===== src/rtl/ifetch_dmem_arbiter.sv =====
// Arbitrates the shared memory bus between instruction fetch and the
// data-memory stage, holding the winning request until completion.
module ifetch_dmem_arbiter #(
  parameter int STARVE_LIMIT = 4
) (
  input  logic        CLK,
  input  logic        nRST,
  input  logic        i_ren,
  input  logic [31:0] i_addr,
  output logic [31:0] i_rdata,
  output logic        i_busy,
  input  logic        d_ren,
  input  logic        d_wen,
  input  logic [31:0] d_addr,
  input  logic [31:0] d_wdata,
  input  logic [3:0]  d_byte_en,
  output logic [31:0] d_rdata,
  output logic        d_busy,
  output logic        m_ren,
  output logic        m_wen,
  output logic [31:0] m_addr,
  output logic [31:0] m_wdata,
  output logic [3:0]  m_byte_en,
  input  logic [31:0] m_rdata,
  input  logic        m_busy
);

  typedef enum logic [1:0] {
    IDLE    = 2'd0,
    GRANT_I = 2'd1,
    GRANT_D = 2'd2
  } state_t;

  localparam logic [3:0] LP_LIMIT = 4'(STARVE_LIMIT);

  state_t      r_state;
  state_t      w_next;
  logic [3:0]  r_starve_cnt;
  logic        r_req_ren;
  logic        r_req_wen;
  logic [31:0] r_req_addr;
  logic [31:0] r_req_wdata;
  logic [3:0]  r_req_byte_en;

  logic w_d_req;
  logic w_idle;
  logic w_grant_i;
  logic w_grant_d;
  logic w_done_i;
  logic w_done_d;

  assign w_d_req = d_ren | d_wen;
  assign w_idle  = (r_state == IDLE);

  // Instruction wins only when data is absent or has starved it long enough.
  always_comb begin
    w_grant_i = 1'b0;
    w_grant_d = 1'b0;
    if (w_idle) begin
      if (i_ren && (!w_d_req || r_starve_cnt == LP_LIMIT))
        w_grant_i = 1'b1;
      else if (w_d_req)
        w_grant_d = 1'b1;
    end
  end

  assign w_done_i = (r_state == GRANT_I) && !m_busy;
  assign w_done_d = (r_state == GRANT_D) && !m_busy;

  always_comb begin
    w_next = r_state;
    unique case (r_state)
      IDLE: begin
        if (w_grant_i)
          w_next = GRANT_I;
        else if (w_grant_d)
          w_next = GRANT_D;
      end
      GRANT_I: if (!m_busy) w_next = IDLE;
      GRANT_D: if (!m_busy) w_next = IDLE;
      default: w_next = IDLE;
    endcase
  end

  always_ff @(posedge CLK or negedge nRST) begin
    if (!nRST)
      r_state <= IDLE;
    else
      r_state <= w_next;
  end

  always_ff @(posedge CLK or negedge nRST) begin
    if (!nRST) begin
      r_starve_cnt <= 4'd0;
    end else if (w_grant_i || (w_idle && !i_ren)) begin
      r_starve_cnt <= 4'd0;
    end else if (w_grant_d && i_ren && r_starve_cnt != LP_LIMIT) begin
      r_starve_cnt <= r_starve_cnt + 4'd1;
    end
  end

  // Write takes priority over read when the data stage asserts both.
  always_ff @(posedge CLK or negedge nRST) begin
    if (!nRST) begin
      r_req_ren     <= 1'b0;
      r_req_wen     <= 1'b0;
      r_req_addr    <= 32'd0;
      r_req_wdata   <= 32'd0;
      r_req_byte_en <= 4'd0;
    end else if (w_grant_i) begin
      r_req_ren     <= 1'b1;
      r_req_wen     <= 1'b0;
      r_req_addr    <= i_addr;
      r_req_wdata   <= 32'd0;
      r_req_byte_en <= 4'hF;
    end else if (w_grant_d) begin
      r_req_ren     <= d_ren & ~d_wen;
      r_req_wen     <= d_wen;
      r_req_addr    <= d_addr;
      r_req_wdata   <= d_wdata;
      r_req_byte_en <= d_byte_en;
    end
  end

  assign m_ren     = r_req_ren & ~w_idle;
  assign m_wen     = r_req_wen & ~w_idle;
  assign m_addr    = r_req_addr;
  assign m_wdata   = r_req_wdata;
  assign m_byte_en = r_req_byte_en;

  assign i_busy  = ~w_done_i;
  assign d_busy  = ~w_done_d;
  assign i_rdata = w_done_i ? m_rdata : 32'd0;
  assign d_rdata = w_done_d ? m_rdata : 32'd0;

endmodule


===== config.mk =====
export PLATFORM = sky130hd
export DESIGN_NAME = ifetch_dmem_arbiter
export DESIGN_NICKNAME = d
export VERILOG_FILES = /design/src/rtl/ifetch_dmem_arbiter.sv
export SDC_FILE = /design/constraint.sdc
export NUM_CORES = 1
export LEC_CHECK = 0
export CORE_UTILIZATION = 36
export CTS_CLUSTER_DIAMETER = 40
export DETAILED_ROUTE_END_ITERATION = 12
export PLACE_DENSITY = 0.88
export SLEW_MARGIN = 40
export SYNTH_ARGS = -nofsm -noshare
export SYNTH_HDL_FRONTEND = slang
export SYNTH_SLANG_ARGS = --single-unit
export TNS_END_PERCENT = 10

===== constraint.sdc =====
create_clock -name CLK -period 2.35 [get_ports CLK]
set_clock_uncertainty 0.15 [all_clocks]
set_input_delay 0.47 -clock CLK [delete_from_list [all_inputs] [get_ports CLK]]
set_output_delay 0.47 -clock CLK [all_outputs]
set_load 0.1 [all_outputs]

==> parameters.txt <==
Parameter                              Value

Layout
  Final Net Count ... 812
  Count of inserted antenna diode cells ... 0
  Area grow syn2layout ... 100.6%
  Fraction of final layout cells with drive strength greater than 1 ... 0.3813
  Final instance count without filler cells ... 810

Worst setup path
  Sort of element at the start of the critical path ... flop
  Crit-path max FO ... 6
  Cells traversed along the worst timing path ... inv_2, ha_4, nor2b_4, buf_6, and2_4, buf_12
  Arrival time at the worst endpoint ... 1.76 ns
  Standard cell with the maximum stage delay on the critical path ... sky130_fd_sc_hd__dfrtp_1
  Critical path endpoint category ... output pin
  Delay of the slowest critical-path stage ... 0.40 ns
  Data required time at the worst endpoint ... 1.73 ns
  Critical path start-end classification ... flop to output pin

Placed design
  DP Cell Count ... 780
  Quantity of I/O buffers inserted on ports ... 273
  Last weighted congestion value of the routability-driven placer ... 0.8791
  Post-place setup slack ... -0.01022 ns
  Dpl hpwl ... 11.12 mm

CTS
  Clock latency at the later pin of the worst-skew pair ... 0.33 ns
  CTS sink count ... 76
  Post-CTS clock slew at the launch and capture registers of the worst setup and hold paths ... 0.08 ns
  Number of H-tree levels ... 3
  CTS tree ... done
  TritonCTS Buffers ... 9
  Maximum buffer depth of the clock tree ... 2
  Root buf cell ... sky130_fd_sc_hd__clkbuf_8

Timing
  Maximum clock frequency ... 420.3 MHz
  Final critical delay including setup and external delays ... 2.379 ns
  Portion of the clock cycle consumed by the worst path in the final layout ... 1.013
  Worst rel slew slack ... 0.5941
  Final Hold Violating Endpoints ... 0
  Worst Setup Slack, final ... -0.02938 ns
  RSZ-0062 raised after global routing ... yes
  Number of max-slew violations in the final report ... 0
  Transition at the pin with the smallest max-transition slack ... 0.6089 ns
  Count of final setup violators ... 42

GRT
  Global routing usage on met1 ... 0.2600
  Global-route wire length before repair ... 21.37 mm
  Remaining global-route overflow ... 0
  Most utilized layer in the global route result ... met2
  Number of global-route vias before repair ... 4,195
  Number of antenna violations at the first check in global routing ... 0
  M3 GR Usage ... 0.05775
  Largest net degree at the start of global routing ... 49
  Met2 layer usage reported by global route ... 0.4493
  Total global routing track utilization ... 0.2418

Floorplan
  Num ports ... 274
  Core Area ... 10,460 sq um
  Width of the chip ... 106.7 um
  Floorplan row count ... 37
  Initial standard-cell utilization of the core ... 0.3773
  Die height ... 106.7 um
  Die ar. ... 11,390 sq um

Routing
  Final routed DRC violation total ... 0
  Residual antenna-violating net count after detailed routing ... 0
  Avg WL per Cell ... 19.26 um
  Pre-antenna DRT Iters ... 4
  Total number of vias ... 4,182
  DRT Wirelength ... 15.60 mm
  Via/cell ratio ... 5.163
  Initial detailed-routing violation count ... 319

Outcome
  Violations in the final reports ... negative setup slack
  Outcome ... finished, violations left

Logic synthesis
  Post-Syn Instances ... 387
  Number of different library cells in the post-synthesis netlist ... 34
  Synth Net Count ... 530
  Netlist area before placement ... 3948 sq um
  Synthesis Warnings ... 0
  Average footprint of a synthesized cell ... 10.20 sq um
  Portion of the post-synthesis area used by sequential elements ... 0.4818
  Share of the synthesized area in the top cell type ... 0.4818
  Area leader, netlist ... sky130_fd_sc_hd__dfrtp_1
  Cells taking the most area after synthesis ... sky130_fd_sc_hd__dfrtp_1, sky130_fd_sc_hd__nor2b_1, sky130_fd_sc_hd__and2_1, sky130_fd_sc_hd__a221oi_1, sky130_fd_sc_hd__a22o_1
  Flop and latch count out of synthesis ... 76

Min path
  Hold Crit Class ... flop to flop

Run
  Max-capacitance violation count ... 0
-- worst max-delay path: cells and delay by family (launching register included) --
kind / cells / cell delay, ns
fa+ha+maj: 1 / 0.12
buf+inv: 3 / 0.45
flops: 1 / 0.40
simple gates: 2 / 0.45
-- cell usage in the layout, fill, tap and decap left out, drive strengths merged, types with 3 or more instances in the layout --
| master | n |
|---|---|
| a221oi | 32 |
| nand2b | 3 |
| buf | 167 |
| a22o | 32 |
| mux2i | 3 |
| clkbuf | 11 |
| nor2b | 67 |
| clkdlybuf4s50 | 135 |
| and2 | 64 |
| inv | 10 |
| o22a | 4 |
| nor2 | 33 |
| ha | 5 |
| dfrtp | 76 |
| nand3 | 5 |
-- metal layers --
| metal | up-vias | share of wire |
|---|---|---|
| met5 | - | 0 |
| met4 | 0 | 0.038 |
| met3 | 45 | 0.069 |
| met2 | 221 | 0.53 |
| met1 | 1999 | 0.36 |
| li1 | 1917 | - |
-- registers in the layout (all words and copies together), names as in the netlist --
register,count
r_state,2
m_wdata,32
m_byte_en,4
m_addr,32
r_req_ren,1
r_starve_cnt,4
r_req_wen,1
-- cells by family (layout without fill, tap and decap cells) --
logic type	after synthesis	count (layout)	synth area share
AND/OR/NAND/NOR	179	179	0.2628
AO/OA/AOI/OAI	82	82	0.1797
multiplexers	3	3	0.007607
flip-flops	76	76	0.4818
buffers and inverters	42	329	0.05230
adder cells (fa/ha/maj)	5	5	0.01585
-- cell type report --
type	instances	area, sq um
multi-input cells	269	2041
repair buffers	304	3570
well taps	136	170.2
clock buffers	11	141.4
inverters	9	33.78
fillers	657	2545
clock inverters	5	60.06
flip-flops and latches	76	1902
-- synthesized netlist by cell type --
master / instances
sky130_fd_sc_hd__ha_1: 5
sky130_fd_sc_hd__o31a_1: 1
sky130_fd_sc_hd__o311ai_0: 2
sky130_fd_sc_hd__and3_1: 1
sky130_fd_sc_hd__nand3b_1: 1
sky130_fd_sc_hd__clkbuf_1: 14
sky130_fd_sc_hd__buf_6: 4
sky130_fd_sc_hd__or2_1: 1
sky130_fd_sc_hd__o22a_1: 4
sky130_fd_sc_hd__nor2b_1: 67
sky130_fd_sc_hd__o21a_1: 1
sky130_fd_sc_hd__and3b_1: 1
sky130_fd_sc_hd__a221oi_1: 32
sky130_fd_sc_hd__a22o_1: 32
sky130_fd_sc_hd__nand4_1: 1
sky130_fd_sc_hd__nand4b_1: 1
sky130_fd_sc_hd__o2bb2ai_1: 1
sky130_fd_sc_hd__mux2i_1: 3
sky130_fd_sc_hd__dfrtp_1: 76
sky130_fd_sc_hd__buf_2: 15
sky130_fd_sc_hd__nand2b_1: 3
sky130_fd_sc_hd__o21ai_2: 1
sky130_fd_sc_hd__or2_2: 1
sky130_fd_sc_hd__a21oi_1: 1
sky130_fd_sc_hd__a32o_1: 1
sky130_fd_sc_hd__a21oi_2: 1
sky130_fd_sc_hd__o41ai_1: 1
sky130_fd_sc_hd__o21ai_0: 1
sky130_fd_sc_hd__nor2_1: 33
sky130_fd_sc_hd__nand3_1: 5
sky130_fd_sc_hd__and2_1: 64
sky130_fd_sc_hd__o211ai_1: 2
sky130_fd_sc_hd__o311a_1: 1
sky130_fd_sc_hd__inv_1: 9
-- per-stage QoR --
step	TNS, ns	hold slack [ns]	area, sq um	utilization
after floorplan	-4.036	0.02441	3960	-
after global placement	0	0.2630	7382	0.7056
after detailed placement	-0.02141	0.2731	7382	0.7056
after CTS	-0.02910	0.3570	7642	0.7304
after global routing	-5.485	0.3700	7918	0.7568
final	-0.4082	0.3530	7918	0.7568
-- path summary, 6_finish.rpt --
| path | from | endpoint | slack [ns] | depth (start not counted) |
|---|---|---|---|---|
| worst min-delay path | m_byte_en[2] | m_byte_en[2] | 0.35 | 1 |
| min in group asynchronous | nRST | m_addr[15] | 0.44 | 2 |
| worst min register to register | m_byte_en[2] | m_byte_en[2] | 0.35 | 1 |
| worst max register to register | r_starve_cnt[0] | m_addr[2] | 0.31 | 6 |
| worst max-delay path | r_state[1] | i_rdata[6] | -0.03 | 6 |
| max in group asynchronous | nRST | m_wdata[30] | 1.02 | 3 |
-- timing repair --
action / 4_1_cts / 5_1_grt
hold buffers: 1 / 0
resized for setup: 13 / 82
setup buffers: 0 / 5
endpoints found under the setup margin: 44 / 64
hold endpoints to repair: 28 / 0
pin swaps: 0 / 15
gates cloned: 2 / 6
Power is left out: the tool's default activity adds up to more than one toggle a clock period on the data nets, which glitch-free logic cannot reach.
